--- src/rtl/fetch_ctrl.sv ---
// Instruction fetch controller: owns the PC, keeps one fetch in flight, buffers one instruction for decode.
// Optional FETCH_CTRL_PERF_EN adds fetch/drop counters.
module fetch_ctrl #(
  parameter logic [31:0] RESET_PC = 32'h0000_0000
) (
  input  logic        clk,
  input  logic        rst,
  input  logic        redirect_i,
  input  logic [31:0] redirect_pc_i,
  output logic        imem_req_o,
  output logic [31:0] imem_addr_o,
  input  logic        imem_gnt_i,
  input  logic        imem_rvalid_i,
  input  logic [31:0] imem_rdata_i,
  output logic        inst_valid_o,
  output logic [31:0] inst_o,
  output logic [31:0] inst_pc_o,
`ifdef FETCH_CTRL_PERF_EN
  output logic [31:0] fetch_cnt_o,
  output logic [31:0] drop_cnt_o,
`endif
  input  logic        inst_ready_i
);

  typedef enum logic [1:0] {BOOT, REQ, WAIT} state_t;

  state_t      state;
  logic [31:0] pc;
  logic [31:0] req_pc;
  logic        drop;
  logic        grant;
  logic        load;
  logic        discard;
  logic [31:0] target;
  logic        unused_bits;

  assign unused_bits = ^redirect_pc_i[1:0];
  assign target      = {redirect_pc_i[31:2], 2'b00};
  assign imem_addr_o = pc;
  assign imem_req_o  = (state == REQ) && (!inst_valid_o || inst_ready_i);
  assign grant       = imem_req_o && imem_gnt_i;
  // A response arriving together with a redirect is stale as well.
  assign load        = (state == WAIT) && imem_rvalid_i && !drop && !redirect_i;
  assign discard     = (state == WAIT) && imem_rvalid_i && (drop || redirect_i);

  always_ff @(posedge clk or negedge rst) begin
    if (!rst) begin
      state        <= BOOT;
      pc           <= RESET_PC;
      req_pc       <= RESET_PC;
      drop         <= 1'b0;
      inst_valid_o <= 1'b0;
      inst_o       <= 32'h0;
      inst_pc_o    <= 32'h0;
    end else begin
      if (inst_valid_o && inst_ready_i) inst_valid_o <= 1'b0;
      if (load) begin
        inst_o       <= imem_rdata_i;
        inst_pc_o    <= req_pc;
        inst_valid_o <= 1'b1;
      end
      case (state)
        BOOT: state <= REQ;
        REQ: begin
          if (grant) begin
            req_pc <= pc;
            pc     <= pc + 32'd4;
            state  <= WAIT;
          end
          if (redirect_i) begin
            pc           <= target;
            inst_valid_o <= 1'b0;
            if (grant) drop <= 1'b1;
          end
        end
        WAIT: begin
          if (imem_rvalid_i) begin
            state <= REQ;
            drop  <= 1'b0;
          end
          if (redirect_i) begin
            pc           <= target;
            inst_valid_o <= 1'b0;
            if (!imem_rvalid_i) drop <= 1'b1;
          end
        end
        default: state <= BOOT;
      endcase
    end
  end

`ifdef FETCH_CTRL_PERF_EN
  always_ff @(posedge clk or negedge rst) begin
    if (!rst) begin
      fetch_cnt_o <= 32'h0;
      drop_cnt_o  <= 32'h0;
    end else begin
      if (load)    fetch_cnt_o <= fetch_cnt_o + 32'd1;
      if (discard) drop_cnt_o  <= drop_cnt_o + 32'd1;
    end
  end
`else
  logic unused_discard;
  assign unused_discard = discard;
`endif

endmodule
--- config.mk ---
export PLATFORM = sky130hd
export DESIGN_NAME = fetch_ctrl
export DESIGN_NICKNAME = d
export VERILOG_FILES = /design/src/rtl/fetch_ctrl.sv
export SDC_FILE = /design/constraint.sdc
export NUM_CORES = 1
export LEC_CHECK = 0
export CAP_MARGIN = 20
export CORE_ASPECT_RATIO = 0.7
export CORE_MARGIN = 4
export CORE_UTILIZATION = 45
export DETAILED_ROUTE_END_ITERATION = 8
export MAX_ROUTING_LAYER = met4
export PLACE_DENSITY_LB_ADDON = 0.1
export SLEW_MARGIN = 20
export SYNTH_ARGS = -nofsm -noshare
export SYNTH_HDL_FRONTEND = slang
export SYNTH_SLANG_ARGS = --single-unit
--- constraint.sdc ---
create_clock -name clk -period 2.32 [get_ports clk]
set_input_delay 0.464 -clock clk [delete_from_list [all_inputs] [get_ports clk]]
set_output_delay 0.464 -clock clk [all_outputs]
set_load 0.02 [all_outputs]
==> impl_metrics.py, run 1 <==
metrics = {
    "global_route": {
        "grt_pass1_wl_mm": 24.1,
        "antenna_found_initial": 0,
        "grt_max_degree": 50,
        "grt_pass1_vias": 4564,
        "overflow": 0,
        "grt_util_all_layers_pct": 22.0,
    },
    "clock_tree": {
        "cts_root_buf": "clkbuf_16",
        "h-tree-depth": 4,
        "numCtsBuffers": 17,
        "clock_path_buffers": 2,
        "path_clk_slew_ps": 50,
        "cts_setup_buffers": 0,
        "cts_tree": "done",
        "cts.sinks": 126,
        "clk_latency_ps": 420,
    },
    "sta": {
        "finClkSkew_ps": 13.1,
        "fmax_mhz": 469,
        "fin_setup_tns_ps": 0,
        "holdWs_ps": 496,
        "finalCritPeriodShare_pct": 92.0,
        "rsz0062_at_grt": "no",
        "hold_viol": 0,
        "drv_slew": 0,
        "setup_viol": 0,
        "period_minus_slack_ps": 2130,
    },
    "flow_run": {
        "maxCapViolations": 0,
    },
    "pwr": {
        "total_power_mw": 12.0,
        "power_density_mw_per_mm2": 1470,
        "p_leak_nw": 3.45,
        "pwr-share-seq_pct": 33.4,
        "ir_drop_v": 0.000770,
        "p_clk_share_pct": 22.3,
        "combPwrFrac_pct": 44.3,
        "p_int_mw": 7.59,
        "p_switching_mw": 4.38,
        "switching_share_pct": 36.6,
    },
    "drt": {
        "vias": 4415,
        "routedWlPerCell_um": 17.9,
        "ant_nets": 0,
        "drt_iter0_drc": 257,
        "drtPass1Iterations": 6,
        "vias_per_cell": 5.50,
        "drc": 0,
        "finalWirelength_mm": 14.4,
    },
    "synth": {
        "synth_seq_cells": 126,
        "synth_edf_count": 0,
        "yosysWarnings": 0,
        "ys.flop_type": "dfrtp_1",
        "yosysSeqAreaShare_pct": 56.7,
        "async_reset_ff_share_pct": 100,
        "syn_area_mm2": 0.00556,
        "ys_types": 45,
        "synth_cells": 455,
        "avgSynthCellArea_um2": 12.2,
    },
    "die": {
        "start_util_pct": 46.8,
        "coreArea_mm2": 0.0119,
        "dieWidth_um": 141,
        "die_h_um": 101,
        "dieArea_mm2": 0.0142,
        "row_count": 33,
        "ios": 168,
    },
    "final_layout": {
        "final_cell_mix": "clkdlybuf4s50_1 (159), dfrtp_1 (126), mux2_2 (91), a21oi_1 (35), nand2_1 (28)",
        "post-route-util_pct": 68.4,
        "syn2layout_area_growth_pct": 46.4,
        "finalNetCount": 707,
        "stdcell_count": 803,
        "diodes": 0,
        "drive_gt1_share_pct": 24.3,
        "final_common_cell": "clkdlybuf4s50_1",
    },
    "critical_path": {
        "r2r_start": "state[0]$_DFFE_PN0P_",
        "worst_setup_path_start_kind": "register",
        "crit_required_ps": 1860,
        "cp-startpoint": "state[1]$_DFFE_PN0P_",
        "worstSetupEndpointType": "primary output",
        "cp.arrival_ps": 1670,
        "path_max_fanout": 4,
        "crit_type": "reg2out",
    },
    "placed_design": {
        "dp_hpwl_mm": 10.3,
        "port_buffers": 161,
        "numPlacedInstances": 770,
        "gp_congestion": 0.818,
    },
    "run_status": {
        "status": "completed",
    },
    "hold_path": {
        "worst_hold_path_type": "reg2reg",
        "min_from": "req_pc[21]$_DFFE_PN0P_",
    },
}
==> synthesized netlist by cell type (2+ instances only) <==
library cell  number  area [um2]
mux2_2            91        1020
nor3_2             2        20.0
buf_2              8        40.0
buf_4              4        30.0
o22ai_1           13        81.3
inv_1              5        18.8
o211ai_1           4        30.0
clkbuf_1          15        56.3
nand2_1           28         105
or3_1              2        12.5
and2_1             3        18.8
nand3_1           19        95.1
nor2_1            14        52.6
or2_2              3        18.8
a21oi_1           35         175
a2bb2oi_1         10        87.6
o311ai_0           2        17.5
o21ai_0           14        70.1
o22a_1             3        26.3
a31oi_1            5        31.3
ha_1               4        50.1
o2bb2ai_1          2        17.5
buf_1              3        11.3
nand4_1           11        68.8
dfrtp_1          126        3150
and4_1             5        43.8
and3_1             5        31.3
nand2b_1           2        12.5
==> logic make-up after synthesis <==
family,after synthesis,synth area share [%]
buf+inv,35,2.81
mux,92,18.6
other cells,1,0.0674
flops,126,56.7
fa+ha+maj,4,0.900
compound gates,97,11.0
simple gates,100,9.88
==> critical path: stages (launching register included) <==
cell and delay (ps):
dfrtp_1 400, inv_1 90, ha_1 230, inv_1 100
nor2_1 100, dlygate4sd2_1 340
==> final timing paths <==
check	end	slack, ps	cells past startpoint
setup / recovery	imem_req_o	190	5
hold / removal	inst_pc_o[21]$_DFFE_PN0P_	500	1
setup reg to reg	imem_addr_o[16]$_DFFE_PN0P_	270	8
hold reg to reg	inst_pc_o[21]$_DFFE_PN0P_	500	1
max in group asynchronous	imem_addr_o[13]$_DFFE_PN0P_	1160	3
min in group asynchronous	inst_o[11]$_DFFE_PN0P_	530	2
==> layout make-up <==
| type | count | area (um2) |
|---|---|---|
| clock buffers | 19 | 433 |
| flip-flops and latches | 126 | 3150 |
| well taps | 157 | 196 |
| repair buffers | 186 | 1890 |
| multi-input cells | 297 | 2290 |
| fillers | 842 | 3750 |
| clock inverters | 13 | 166 |
| inverters | 5 | 18.8 |
==> power by group through the flow <==
stage          combinational (mW)  sequential, mW  clock (mW)
2_1_floorplan                2.05            4.72           0
6_report                     5.30            4.00        2.67
3_3_place_gp                 5.20            3.95           0
3_5_place_dp                 5.31            4.02           0
5_1_grt                      5.71            4.15        2.83
4_1_cts                      5.33            3.99        2.73
==> flip-flops by register name (all words and copies together), names as in the netlist <==
register and flops:
inst_o 32, imem_addr_o 30, inst_pc_o 30, req_pc 30, state 2, drop 1, inst_valid_o 1
==> per-stage QoR <==
step	instance area [um2]	setup WS [ps]
CTS	8130	167
detailed placement	7530	70.9
finish	8140	187
global placement	7530	88.4
floorplan	5570	396
global route	8140	4.49
==> per-layer routing <==
layer | vias to the layer above | track usage, % | wire, um
met3 | 24 | 5.83 | 968
met2 | 204 | 32.5 | 6600
met4 | 0 | 6.33 | 155
met5 | - | - | 0
met1 | 2138 | 30.2 | 6650
li1 | 2049 | - | -
==> timing repair <==
item                                   CTS  global route
hold buffers                             1             0
setup endpoints to repair                1             2
resized for setup                        1             1
endpoints found under the hold margin    7             0
pin swaps                                0             0
No activity file was read; power rests on OpenSTA's default activity.
==> run 2: changes to the inputs <==
- SETUP_SLACK_MARGIN: default -> 0.1
==> run 2 against run 1 <==
Net effect: register-to-register slack hardly changed; global-route usage unchanged; sequential power about the same.
==> impl_metrics.py, run 2 (synthesis gave the netlist of run 1 again) <==
metrics = {
    "run_status": {
        "status": "completed",
    },
    "drt": {
        "vias_per_cell": 5.49,
        "drtPass1Iterations": 4,
        "drc": 0,
        "ant_nets": 0,
        "drt_iter0_drc": 236,
        "vias": 4412,
        "finalWirelength_mm": 14.4,
        "routedWlPerCell_um": 18.0,
    },
    "sta": {
        "drv_slew": 0,
        "finalCritPeriodShare_pct": 90.0,
        "holdWs_ps": 495,
        "fin_setup_tns_ps": 0,
        "rsz0062_at_grt": "no",
        "setup_viol": 0,
        "period_minus_slack_ps": 2090,
        "fmax_mhz": 479,
        "hold_viol": 0,
        "finClkSkew_ps": 14.6,
    },
    "final_layout": {
        "stdcell_count": 803,
        "drive_gt1_share_pct": 24.6,
        "regMostFlops": "inst_o",
        "finalNetCount": 707,
        "final_common_cell": "clkdlybuf4s50_1",
        "final_cell_mix": "clkdlybuf4s50_1 (159), dfrtp_1 (126), mux2_2 (91), a21oi_1 (35), nand2_1 (28)",
        "largest_register_ffs": 32,
        "final_area_mm2": 0.00814,
        "diodes": 0,
        "syn2layout_area_growth_pct": 46.4,
    },
    "global_route": {
        "grt_max_degree": 50,
        "grt_pass1_vias": 4564,
        "overflow": 0,
        "use_met3_pct": 5.83,
        "antenna_found_initial": 0,
        "grt_use_met1_pct": 30.2,
        "groute.layer.met2.usage_pct": 32.5,
        "busiest_layer": "met2",
        "grt_util_all_layers_pct": 22.0,
        "grt_pass1_wl_mm": 24.1,
    },
    "clock_tree": {
        "cts_tree": "done",
        "numCtsBuffers": 17,
        "cts_setup_buffers": 0,
        "clk_latency_ps": 420,
        "cts.sinks": 126,
        "h-tree-depth": 4,
        "path_clk_slew_ps": 50,
        "cts_root_buf": "clkbuf_16",
        "clock_path_buffers": 2,
    },
    "pwr": {
        "p_switching_mw": 4.39,
        "total_power_mw": 12.0,
        "power_density_mw_per_mm2": 1470,
        "combPwrFrac_pct": 44.3,
        "p_int_mw": 7.59,
        "switching_share_pct": 36.7,
        "p_clk_share_pct": 22.3,
        "ir_drop_v": 0.000772,
        "p_leak_nw": 3.45,
        "pwr-share-seq_pct": 33.4,
    },
    "critical_path": {
        "cpPeakStageDelay_ps": 600,
        "crit_required_ps": 1860,
        "worstSetupEndpointType": "primary output",
        "path_max_fanout": 5,
        "cp.arrival_ps": 1620,
        "crit_type": "reg2out",
        "crit_chain": "buf_4 > clkdlybuf4s50_1",
        "worst_setup_path_start_kind": "register",
        "cp_slowest_cell": "clkdlybuf4s50_1",
    },
    "placed_design": {
        "placed_cell_area_mm2": 0.00753,
        "dp_hpwl_mm": 10.3,
        "numPlacedInstances": 770,
        "port_buffers": 161,
        "gp_congestion": 0.818,
    },
    "hold_path": {
        "worst_hold_path_type": "reg2reg",
    },
    "flow_run": {
        "maxCapViolations": 0,
    },
    "die": {
        "start_util_pct": 46.8,
        "row_count": 33,
        "coreArea_mm2": 0.0119,
        "dieArea_mm2": 0.0142,
        "ios": 168,
        "dieWidth_um": 141,
        "die_h_um": 101,
    },
}
## run 2: final cells by class
| class | count | area [um2] |
|---|---|---|
| Clock buffer | 19 | 433 |
| Clock inverter | 13 | 166 |
| Tap cell | 157 | 196 |
| Sequential cell | 126 | 3150 |
| Timing Repair Buffer | 186 | 1880 |
| Fill cell | 842 | 3750 |
| Multi-Input combinational cell | 297 | 2290 |
| Inverter | 5 | 18.8 |
## run 2: power by group through the flow
stage | combinational, mW | sequential, mW | clock, mW
after floorplan | 2.05 | 4.72 | 0
after global placement | 5.20 | 3.95 | 0
after detailed placement | 5.31 | 4.02 | 0
after CTS | 5.33 | 3.99 | 2.73
after global routing | 5.71 | 4.15 | 2.83
final | 5.31 | 4.00 | 2.67
## run 2: critical path: cells and delay by family (launching register included)
| family | cells | cell delay, ps |
|---|---|---|
| buf+inv | 2 | 770 |
| flops | 1 | 440 |
## run 2: final timing paths
check / start / endpoint / slack, ps / cells after the start
max in group asynchronous: rst / inst_o[26]$_DFFE_PN0P_ / 1160 / 3
worst min register to register: req_pc[21]$_DFFE_PN0P_ / inst_pc_o[21]$_DFFE_PN0P_ / 500 / 1
min in group asynchronous: rst / inst_o[11]$_DFFE_PN0P_ / 530 / 2
worst max-delay path: imem_addr_o[6]$_DFFE_PN0P_ / imem_addr_o[6] / 230 / 2
worst min-delay path: req_pc[21]$_DFFE_PN0P_ / inst_pc_o[21]$_DFFE_PN0P_ / 500 / 1
worst max register to register: state[0]$_DFFE_PN0P_ / imem_addr_o[16]$_DFFE_PN0P_ / 270 / 8
## run 2: stage by stage
step | utilization (%) | setup slack [ps]
2_1_floorplan | - | 396
5_1_grt | 68.4 | 103
3_3_place_gp | 63.3 | 88.4
6_report | 68.4 | 232
3_5_place_dp | 63.3 | 70.9
4_1_cts | 68.4 | 167
## run 2: metal layers
metal | part of all wire (%) | vias up
met4 | 0.88 | 0
met5 | 0 | -
met2 | 46 | 200
li1 | - | 2043
met1 | 46 | 2153
met3 | 6.9 | 16
## run 2: timing repair
item,in CTS,in global routing
setup endpoints to repair,1,3
cloned,0,0
pin swaps,0,0
endpoints found under the hold margin,7,0
gates resized for setup,1,5
hold buffers,1,0
